$ cat src/rtl/conv_window_gen_if.sv
// Pixel-stream in / 3x3-window out bundle for conv_window_gen.
// slave = window generator, master = pixel source and window consumer.
interface conv_window_gen_if #(
    parameter int PIXEL_WIDTH = 8
);
    logic [PIXEL_WIDTH-1:0]             pixel_i;
    logic                               pixel_valid_i;
    logic                               sof_i;
    logic [2:0][2:0][PIXEL_WIDTH-1:0]   window_o;
    logic                               window_valid_o;
    logic                               frame_done_o;
    logic                               frame_err_o;

    modport master (
        output pixel_i, pixel_valid_i, sof_i,
        input  window_o, window_valid_o, frame_done_o, frame_err_o
    );

    modport slave (
        input  pixel_i, pixel_valid_i, sof_i,
        output window_o, window_valid_o, frame_done_o, frame_err_o
    );
endinterface

$ cat src/rtl/conv_window_gen.sv
// Raster-scan pixel stream to 3x3 sliding-window generator using two line buffers.
// Optional macro SOF_CHECK_EN: frames start only on sof_i; sof_i mid-frame aborts and restarts.
module conv_window_gen #(
    parameter int IMG_WIDTH   = 28,
    parameter int IMG_HEIGHT  = 28,
    parameter int PIXEL_WIDTH = 8
) (
    input logic              clk_i,
    input logic              rst_ni,
    conv_window_gen_if.slave pix_if
);
    localparam int CW = $clog2(IMG_WIDTH);
    localparam int RW = $clog2(IMG_HEIGHT);

    localparam logic [CW-1:0] COL_LAST = CW'(IMG_WIDTH - 1);
    localparam logic [CW-1:0] COL_ONE  = CW'(1);
    localparam logic [CW-1:0] COL_TWO  = CW'(2);
    localparam logic [RW-1:0] ROW_LAST = RW'(IMG_HEIGHT - 1);
    localparam logic [RW-1:0] ROW_ONE  = RW'(1);
    localparam logic [RW-1:0] ROW_TWO  = RW'(2);

    typedef enum logic [1:0] {IDLE, FILL, ACTIVE} state_t;
    typedef logic [PIXEL_WIDTH-1:0] pixel_t;

    state_t        state_q, state_d;
    logic [CW-1:0] col_q, cur_col;
    logic [RW-1:0] row_q, cur_row;
    logic          sof_ok, restart, take;
    logic          row_end, frame_end, win_ok;

    pixel_t        lb0_q [IMG_WIDTH];   // row r-1
    pixel_t        lb1_q [IMG_WIDTH];   // row r-2
    logic [2:0][2:0][PIXEL_WIDTH-1:0] window_q;
    logic          window_valid_q, frame_done_q, frame_err_q;

`ifdef SOF_CHECK_EN
    assign sof_ok  = pix_if.sof_i;
    assign restart = pix_if.pixel_valid_i && pix_if.sof_i && (state_q != IDLE);
`else
    assign sof_ok  = 1'b1;
    assign restart = 1'b0;
`endif

    // An aborting sof pixel is treated as (0,0) of the new frame.
    assign take      = pix_if.pixel_valid_i && ((state_q != IDLE) || sof_ok);
    assign cur_col   = restart ? '0 : col_q;
    assign cur_row   = restart ? '0 : row_q;
    assign row_end   = (cur_col == COL_LAST);
    assign frame_end = row_end && (cur_row == ROW_LAST);
    assign win_ok    = (cur_row >= ROW_TWO) && (cur_col >= COL_TWO);

    // NOTE: every combinational output gets a default first so no path leaves it unassigned (no latch).
    always_comb begin
        state_d = state_q;
        unique case (state_q)
            IDLE:    if (take) state_d = FILL;
            FILL:    if (take && row_end && (cur_row == ROW_ONE)) state_d = ACTIVE;
            ACTIVE: begin
                if (restart)                state_d = FILL;
                else if (take && frame_end) state_d = IDLE;
            end
            default: state_d = IDLE;
        endcase
    end

    // NOTE: state registers use non-blocking assignments so all flops update from pre-edge values.
    always_ff @(posedge clk_i or negedge rst_ni) begin
        if (!rst_ni) begin
            state_q        <= IDLE;
            col_q          <= '0;
            row_q          <= '0;
            window_valid_q <= 1'b0;
            frame_done_q   <= 1'b0;
            frame_err_q    <= 1'b0;
        end else begin
            state_q        <= state_d;
            window_valid_q <= take && win_ok;
            frame_done_q   <= take && frame_end;
            frame_err_q    <= restart;
            if (take) begin
                if (row_end) begin
                    col_q <= '0;
                    row_q <= (cur_row == ROW_LAST) ? '0 : cur_row + ROW_ONE;
                end else begin
                    col_q <= cur_col + COL_ONE;
                    row_q <= cur_row;
                end
            end
        end
    end

    // NOTE: line buffers are reset explicitly because the reset state defines them as zero;
    // drop the reset branch only if that requirement goes away (saves a reset fan-out).
    always_ff @(posedge clk_i or negedge rst_ni) begin
        if (!rst_ni) begin
            window_q <= '0;
            for (int i = 0; i < IMG_WIDTH; i++) begin
                lb0_q[i] <= '0;
                lb1_q[i] <= '0;
            end
        end else if (take) begin
            for (int r = 0; r < 3; r++) begin
                window_q[r][0] <= window_q[r][1];
                window_q[r][1] <= window_q[r][2];
            end
            window_q[0][2] <= lb1_q[cur_col];
            window_q[1][2] <= lb0_q[cur_col];
            window_q[2][2] <= pix_if.pixel_i;
            lb1_q[cur_col] <= lb0_q[cur_col];
            lb0_q[cur_col] <= pix_if.pixel_i;
        end
    end

    assign pix_if.window_o       = window_q;
    assign pix_if.window_valid_o = window_valid_q;
    assign pix_if.frame_done_o   = frame_done_q;
    assign pix_if.frame_err_o    = frame_err_q;

endmodule

$ cat src/flat_wrapper.sv
// flat-port wrapper written by rule: the top's interface ports become plain ports
module conv_window_gen_flat 
#(
    parameter int IMG_WIDTH   = 28,
    parameter int IMG_HEIGHT  = 28,
    parameter int PIXEL_WIDTH = 8
)
  (clk_i, rst_ni, pix_if_pixel_i, pix_if_pixel_valid_i, pix_if_sof_i, pix_if_window_o, pix_if_window_valid_o, pix_if_frame_done_o, pix_if_frame_err_o);
  conv_window_gen_if #(.PIXEL_WIDTH(PIXEL_WIDTH)) pix_if_i ();
  input logic clk_i;
  input logic rst_ni;
  input wire logic [$bits(pix_if_i.pixel_i)-1:0] pix_if_pixel_i;
  input wire logic [$bits(pix_if_i.pixel_valid_i)-1:0] pix_if_pixel_valid_i;
  input wire logic [$bits(pix_if_i.sof_i)-1:0] pix_if_sof_i;
  output wire logic [$bits(pix_if_i.window_o)-1:0] pix_if_window_o;
  output wire logic [$bits(pix_if_i.window_valid_o)-1:0] pix_if_window_valid_o;
  output wire logic [$bits(pix_if_i.frame_done_o)-1:0] pix_if_frame_done_o;
  output wire logic [$bits(pix_if_i.frame_err_o)-1:0] pix_if_frame_err_o;
  assign pix_if_i.pixel_i = pix_if_pixel_i;
  assign pix_if_i.pixel_valid_i = pix_if_pixel_valid_i;
  assign pix_if_i.sof_i = pix_if_sof_i;
  assign pix_if_window_o = pix_if_i.window_o;
  assign pix_if_window_valid_o = pix_if_i.window_valid_o;
  assign pix_if_frame_done_o = pix_if_i.frame_done_o;
  assign pix_if_frame_err_o = pix_if_i.frame_err_o;
  conv_window_gen #(.IMG_WIDTH(IMG_WIDTH), .IMG_HEIGHT(IMG_HEIGHT), .PIXEL_WIDTH(PIXEL_WIDTH)) u_core (.clk_i(clk_i), .rst_ni(rst_ni), .pix_if(pix_if_i));
endmodule
$ cat config.mk
export PLATFORM = sky130hd
export DESIGN_NAME = conv_window_gen_flat
export DESIGN_NICKNAME = d
export VERILOG_FILES = /design/src/rtl/conv_window_gen_if.sv /design/src/rtl/conv_window_gen.sv /design/src/flat_wrapper.sv
export SDC_FILE = /design/constraint.sdc
export NUM_CORES = 1
export LEC_CHECK = 0
export ABC_AREA = 0
export CAP_MARGIN = 20
export CORE_ASPECT_RATIO = 1.1
export CORE_MARGIN = 5
export CORE_UTILIZATION = 34
export DETAILED_ROUTE_END_ITERATION = 16
export MAX_ROUTING_LAYER = met4
export PLACE_DENSITY = 0.52
export SYNTH_ARGS = -nofsm -noshare
export SYNTH_HDL_FRONTEND = slang
export SYNTH_SLANG_ARGS = --single-unit
$ cat constraint.sdc
create_clock -name clk_i -period 3.7 [get_ports clk_i]
set_input_delay 1.11 -clock clk_i [delete_from_list [all_inputs] [get_ports clk_i]]
set_output_delay 1.11 -clock clk_i [all_outputs]
set_load 0.05 [all_outputs]
Word-level counts from Yosys, hierarchy flattened
Index checks and enable logic that the tools add are counted.
Word-level totals
  register bits: 532
  latch bits: 0
  memory bits (writable): 0
  memory bits (read-only): 0
  bits of input ports: 12
  output and inout port bits: 75
  logic and storage cells: 96
  memories: 0
Cells by class
  add/subtract/negate cells: 2
  $mul: 0
  div/mod/pow operators: 0
  magnitude comparators: 4
  equality and inequality tests: 2
  shift operators: 0
  mux-type cells: 12
  bitwise gates (word level): 1
  reductions and logical operators: 6
Operators with widths (count)
  bitwise mux 224 bit: 2
  binary-select mux 8 bit (select 5 bit): 2
  demux 8 bit (select 5 bit): 1
  two-way mux 8 bit: 5
  adder 5 x 1 -> 5 bit, second input constant: 2
  == test 5 bit, second input constant: 2
  >= comparator 5 x 2 -> 1 bit, second input constant: 2
  two-way mux 5 bit: 2
  >= comparator 6 bit, second input constant: 1
  less-than comparator 6 x 1 -> 1 bit, second input constant: 1
  NOT 5 -> 6 bit: 1
  logical AND 1 bit: 5
  AND reduction 2 bit: 1

Logic depth before layout (Yosys ltp)
  depth after elaboration: 6
  mapped depth: 15
  depth with buffers taken out: 6

Least setup slack after synthesis
Ideal clock, no wire load.
  kind: reg-to-reg
  start point: reg u_core.col_q[1]
  end point: reg u_core.lb0_q[155] in the netlist's numbering
  library setup time: 125 ps
  arrival: 2718 ps
  required time: 3575 ps
  path slack: 858 ps
  stages on the path, launching flop included: 15
  path buffers: 9
  period minus slack after synthesis: 2842 ps
  path through: dfrtp_1 > buf_4 > buf_6 > buf_6 > buf_6 > buf_6 > buf_4 > inv_1 > ha_1 > and2_1 > clkbuf_1 > nor2b_1 > clkbuf_1 > buf_2 > mux2_2
On the way
  longest elaborated chain between the ends: 6
  elaborated cells between the ends (all ways): 7
  those cells by class: 2 x order compare; 3 x mux; 1 x bitwise; 1 x reduce/logical
Ends and longest elaborated chain
  start: declaration: RTL line conv_window_gen.sv:26  | logic [CW-1:0] col_q, cur_col;
  start signal: assignment: RTL line conv_window_gen.sv:85  | col_q <= cur_col + COL_ONE;
  NOT 5 -> 6 bit (not written as such) *: RTL line conv_window_gen.sv:110  | lb0_q[cur_col] <= pix_if.pixel_i;
  >= comparator 6 bit (not written as such) / less-than comparator 6 x 1 -> 1 bit (equally long branches): RTL line conv_window_gen.sv:110
  logical AND 1 bit (not written as such): RTL line conv_window_gen.sv:110
  two-way mux 8 bit (not written as such): RTL line conv_window_gen.sv:110
  demux 8 bit (select 5 bit) *: RTL line conv_window_gen.sv:110
  bitwise mux 224 bit *: RTL line conv_window_gen.sv:110
  end signal: indexed assignment: RTL line conv_window_gen.sv:110
  end: declaration: RTL line conv_window_gen.sv:31  | pixel_t lb0_q [IMG_WIDTH];
Every way passes the cells marked *; elsewhere a longest branch is shown, timed or not.
A chain may end at the register's enable or synchronous reset.

Final worst setup path
  start point: reg u_core.window_q, in the netlist u_core.pix_if.window_o[45]
  end point: out pix_if_window_o[45]
RTL lines
  start: declaration: RTL line conv_window_gen.sv:33  | logic [2:0][2:0][PIXEL_WIDTH-1:0] window_q;
  start signal: indexed assignment: RTL line conv_window_gen.sv:103  | window_q[r][0] <= window_q[r][1];
  start signal: indexed assignment: RTL line conv_window_gen.sv:104  | window_q[r][1] <= window_q[r][2];
  end: declaration: RTL line flat_wrapper.sv:15  | output wire logic [$bits(pix_if_i.window_o)-1:0] pix_if_window_o;
No word-level cell between the ends.

==> flow_summary.toml <==
[status]
outcome = "finished, final reports clean"

[logic_synthesis]
ys.flop_type = "dfrtp_1"
synthCells = 1902
seq_area_frac_synth_pct = 56.8
yosysWarnings = 0
ys_ff_latch = 532
avgSynthCellArea_um2 = 12.3
synth_edf_count = 0
async_flop_share_pct = 100
netlist-cell-type-count = 59
synth_fp_nets = 1920
syn-cell-area_um2 = 23500

[floorplanning]
ioPinCount = 87
die_w_um = 260
num_rows = 101
initial_core_util_pct = 34.1
die_y_um = 285
core_area_um2 = 68700
die_area_um2 = 74300

[detailed_routing]
wl_per_cell_um = 20.4
vias = 14900
drt_pass1_iterations = 4
drt_iter0_markers = 958
postRouteAntennaNets = 0
wl_um = 60100
drc = 0
avgViaCountPerCell = 5.06

[cts]
post_cts_buffers = 0
cts_hold_buf = 0
clkLatencyLatePin_ns = 0.62
clk_pin_slew_ns = 0.06
post_cts_resized = 0
clock-sinks = 532
cts_tree = "built"
cts-root-buf = "clkbuf_16"
cts_buffers = 57
clk_path_buf_depth = 3
h-tree-depth = 2

[timing]
period_share_pct = 83.6
setup_viol = 0
finalSetupTns_ns = 0
clock_skew_ns = 0.0270
drv_slew = 0
hold_violations = 0
worstMarginPinSlew_ns = 0.984
finalCriticalPeriod_ns = 3.09
grt_setup_unrepaired = "false"
clock.fmax_mhz = 323
slew_headroom_pct = 34.2
hold_ws_ns = 0.436

[global_route]
track_usage_pct = 16.7
antenna_found_initial = 0
grt_pass1_vias = 15500
grt_remaining_overflow = 0
grt_pass1_wl_um = 94500
grt_max_degree = 116

[power_and_ir_drop]
max-vdd-ir-drop_v = 0.000528
powerDensity_nw_per_um2 = 873
power.leakage_nw = 12.1

[critical_path]
r2r_slack_ns = 0.79
crit_arrival_ns = 1.98
critPathCapture = "pix_if_window_o[45]"
path_cells = "clkdlybuf4s50_1"
crit_family = "buffers and inverters"
r2r_cells = 6
timing.rr.end = "u_core.lb1_q[89]$_DFFE_PN0P_"
critPathBufInv = 1
slowest_stage = "clkdlybuf4s50_1"
cp-end-kind = "output pin"
cp.depth = 1
cp-start-kind = "flop"
r2r-start = "u_core.col_q[0]$_DFFE_PN0P_"
crit_start = "u_core.pix_if.window_o[45]$_DFFE_PN0P_"
slowest_delay_ns = 0.87
crit_required_ns = 2.59
critical_path_class = "reg2out"
worstPathMaxFanout = 3

[finish]
nets = 1992
final_cell_mix = "530 x dfrtp_1, 388 x nand2_1, 226 x mux2_2"
diodes = 0
fill_cells = 6581
final_area_um2 = 27100
final_core_util_pct = 39.4
synthToLayoutAreaGrowth_pct = 15.6
drive_above_1_share_pct = 24.8
final_common_cell = "dfrtp_1"
fin_cells = 2947

[flow_run]
max-cap-violations = 0

[placement]
dp_hpwl_um = 39000
dp_cells = 2842
dpl_cell_area_um2 = 25300
port_buffers = 84
routabilityCongestion = 0.807

[worst_hold_path]
hold_path.class = "in2async"
==> logic make-up (layout without fill, tap and decap cells) <==
group	Yosys count	in the layout	synth area share, %
buf+inv	165	283	4.12
simple gates	519	519	9.07
mux	354	354	21.5
fa+ha+maj	6	6	0.320
xor+xnor	3	3	0.112
flops	532	532	56.8
compound gates	322	322	8.11
other cells	1	1	0.0160
==> sequential cells by signal (all words and copies together), names as in the netlist <==
name,flops
u_core.col_q,5
u_core.lb1_q,224
u_core.cur_row,5
u_core.pix_if.frame_done_o,1
u_core.pix_if.window_o,72
u_core.pix_if.window_valid_o,1
u_core.lb0_q,224
==> cell usage after synthesis (all sizes together), types with 8 or more instances <==
master,n,share of area [%]
a21oi,50,1.2
a22o,11,0.41
a22oi,23,0.85
a41oi,12,0.45
buf,67,2.5
clkbuf,93,1.5
dfrtp,532,57
mux2,229,11
mux2i,33,1.4
mux4,92,9.1
nand2,388,6.2
nand3,16,0.34
nor2,70,1.2
nor2b,8,0.21
o21ai,199,4.2
o22ai,10,0.27
==> area by class of cell <==
class	count	area (µm²)	share of cell area, %
flip-flops and latches	532	13300	49.1
clock buffers	95	1750	6.45
repair buffers	175	1590	5.86
clock inverters	10	104	0.383
multi-input cells	1205	9180	33.9
inverters	3	11.3	0.0415
well taps	927	1160	4.28
==> metrics by stage <==
stage / total power (W) / setup WS, ns
after floorplan: 0.0155 / 0.858
after global placement: 0.0180 / 0.641
after detailed placement: 0.0183 / 0.604
after CTS: 0.0240 / 0.529
after global routing: 0.0251 / 0.523
final: 0.0237 / 0.605
==> worst min path at each step <==
stage               cells past startpoint  slack, ns                            end
floorplan                               2       0.44    u_core.lb0_q[7]$_DFFE_PN0P_
finish                                  1       0.44  u_core.lb0_q[108]$_DFFE_PN0P_
global placement                        2       0.45  u_core.lb0_q[105]$_DFFE_PN0P_
detailed placement                      2       0.46   u_core.lb0_q[17]$_DFFE_PN0P_
CTS                                     1       0.42   u_core.lb1_q[44]$_DFFE_PN0P_
global route                            1       0.45   u_core.lb0_q[84]$_DFFE_PN0P_
==> power by group <==
group	internal (W)	switching, W	leakage (nW)	total (W)
combinational	0.00372	0.00504	4.27	0.00875
sequential	0.00795	0.00138	6.93	0.00933
clock	0.00328	0.00232	0.908	0.00560
total	0.0149	0.00875	12.1	0.0237
==> routing by layer <==
| metal | wire [µm] | share of wire, % | track usage (%) | up-vias |
|---|---|---|---|---|
| li1 | - | - | - | 6854 |
| met1 | 26800 | 45 | 22.2 | 7659 |
| met2 | 29200 | 49 | 26.8 | 311 |
| met3 | 2520 | 4.2 | 2.42 | 95 |
| met4 | 1640 | 2.7 | 5.17 | 0 |
| met5 | 0 | 0 | - | - |
(Power assumes the default switching activity.)
==> edit, RTL diff (same settings) <==
`PIXEL_WIDTH` is set to 8 in 3 places; all go to 12.
--- a/src/rtl/conv_window_gen_if.sv
+++ b/src/rtl/conv_window_gen_if.sv
@@ -3,3 +3,3 @@
 interface conv_window_gen_if #(
-    parameter int PIXEL_WIDTH = 8
+    parameter int PIXEL_WIDTH = 12
 );
--- a/src/rtl/conv_window_gen.sv
+++ b/src/rtl/conv_window_gen.sv
@@ -5,3 +5,3 @@
     parameter int IMG_HEIGHT  = 28,
-    parameter int PIXEL_WIDTH = 8
+    parameter int PIXEL_WIDTH = 12
 ) (
--- a/src/flat_wrapper.sv
+++ b/src/flat_wrapper.sv
@@ -5,3 +5,3 @@
     parameter int IMG_HEIGHT  = 28,
-    parameter int PIXEL_WIDTH = 8
+    parameter int PIXEL_WIDTH = 12
 )
Interface: changed (resized pix_if_pixel_i and pix_if_window_o); port bits go from 87 to 127. No check against the original RTL was run, so the function may have changed too.
==> edit against the unedited design <==
- design area rose by 53%
- routed wire length rose by 74%
- core utilization grew 1.0 points
- power grew 59%
- synthesized area up 49%
- sequential cell count up 260
- clock power is 63% higher
- setup slack lost 56 ps
==> edit: results (changes against the unedited design) <==
status finished, final reports clean (unchanged); cell count of the worst reg-to-reg path 4 (was 6); NumNets Final 3,228 (was 1,992); Fin Hold WS 378 ps (was 436 ps); crit path to pix_if_window_o[71] (was pix_if_window_o[45]); Max FO, Critical Path 5 (was 3); M1 GR Usage 27.1% (was 22.2%); P_leak 18.7 nW (was 12.1 nW); leading area contributor after synthesis dfrtp_1 (unchanged); Synth top cells by count nand2_1 (793), dfrtp_1 (792), nor2_1 (230) (was dfrtp_1 (532), nand2_1 (388), mux2_2 (226)); clock-pin slew on the worst setup and hold paths 60 ps (about the same); DRT antenna net count 0 (unchanged); share of cells above drive strength 1 22.2% (was 24.8%); CTS Buffer Depth 3 (unchanged); Routability Congestion 0.817 (was 0.807); slowest CP cell clkdlybuf4s50_1 (unchanged); Seq/Total Area, Yosys 56.5% (was 56.8%); GRT Util Overall 19.5% (was 16.7%); Peak supply drop 0.450 mV (was 0.528 mV); port bufs 124 (was 84); delay-heaviest family, CP buffers and inverters (unchanged); CP peak stage delay 880 ps; root buffer cell clkbuf_16 (unchanged); first-pass GRT wire length 159,000 um (was 94,500 um); Critical path origin u_core.pix_if.window_o[71] (was u_core.pix_if.window_o[45]); Post-CTS Setup Bufs 0 (unchanged); Critical R2R Launch u_core.col_q[0] (unchanged); Layout Skew 29.4 ps (was 27.0 ps); final WL 105,000 um (was 60,100 um); GR Overflow Total 0 (unchanged); worst skew pair latency 650 ps (was 620 ps); Worst-Margin Slew 1070 ps (was 984 ps); dpl hpwl 67,600 um (was 39,000 um); max-cap viol count 0 (unchanged); DR pass1 iterations 5 (was 4); met2 Track Usage GR 30.4% (was 26.8%); initial antenna violation count 2 (was 0); Syn Nets 3,097 (was 1,920); worst r2r dst u_core.lb1_q[73] (was u_core.lb1_q[89]); Post-synth ARST share 100% (unchanged); placed inst area 38,400 um2 (was 25,300 um2); CTS resizes 0 (unchanged); H-tree depth 3 (was 2); grt met3 use 2.88% (was 2.42%); Vias 23,800 (was 14,900); Synth cell types 65 (was 59); Switching Fraction 37.6% (was 36.9%); r2r setup slk 590 ps (was 790 ps); Detailed Route Iter0 Violations 2,092 (was 958); Syn. warnings 0 (unchanged); largest cells by area after synthesis dfrtp_1 (57%), nand2_1 (8.5%), mux4_2 (8.2%), mux2_2 (6.7%), nor2_1 (2.5%) (was dfrtp_1 (57%), mux2_2 (11%), mux4_2 (7.3%), nand2_1 (6.2%), o21ai_0 (3.8%)); critical path arrival 2040 ps (was 1980 ps); hold crit path type in -> async (unchanged); CTS Buf Count 88 (was 57); largest net degree at the start of global routing 104 (was 116)
## edit: per-layer routing
layer	routed length, um	share of wire (%)	vias up
met1	47300	45	12000
met4	2530	2.4	0
met2	49300	47	633
li1	-	-	11000
met3	5390	5.2	151
met5	0	0	-
## edit: kinds of logic after synthesis
family	after synthesis	synth area share, %
simple gates	1102	12.7
flops	792	56.5
compound gates	477	8.94
mux	428	17.5
buf+inv	266	3.99
fa+ha+maj	6	0.214
xor+xnor	3	0.0750
other cells	1	0.0107
## edit: power groups by stage
stage	Clock [mW]	Sequential [mW]	Combinational (mW)
final	9.10	14.1	14.4
after global routing	9.69	14.5	15.5
after CTS	9.31	14.1	14.5
after detailed placement	0	14.2	14.5
after global placement	0	14.1	14.3
after floorplan	0	15.1	8.73
## edit: final cells by class
| cell class | count | area, um2 |
|---|---|---|
| Inverter | 3 | 11.3 |
| Timing Repair Buffer | 304 | 2890 |
| Sequential cell | 792 | 19800 |
| Clock inverter | 30 | 394 |
| Multi-Input combinational cell | 2017 | 13900 |
| Clock buffer | 132 | 2650 |
| Fill cell | 9834 | 60900 |
| Tap cell | 1375 | 1720 |
| Antenna cell | 3 | 7.51 |
## edit: worst register-to-register path: cells and delay by family (launching register included)
kind | cells | cell delay (ps)
compound gates | 2 | 1040
flops | 1 | 870
mux | 1 | 600
buf+inv | 1 | 440
## edit: metrics by stage
step	setup slack, ps	std cells
after floorplan	1010	3075
after global placement	614	4490
after detailed placement	572	4490
after CTS	536	4652
after global routing	407	4655
final	549	4656
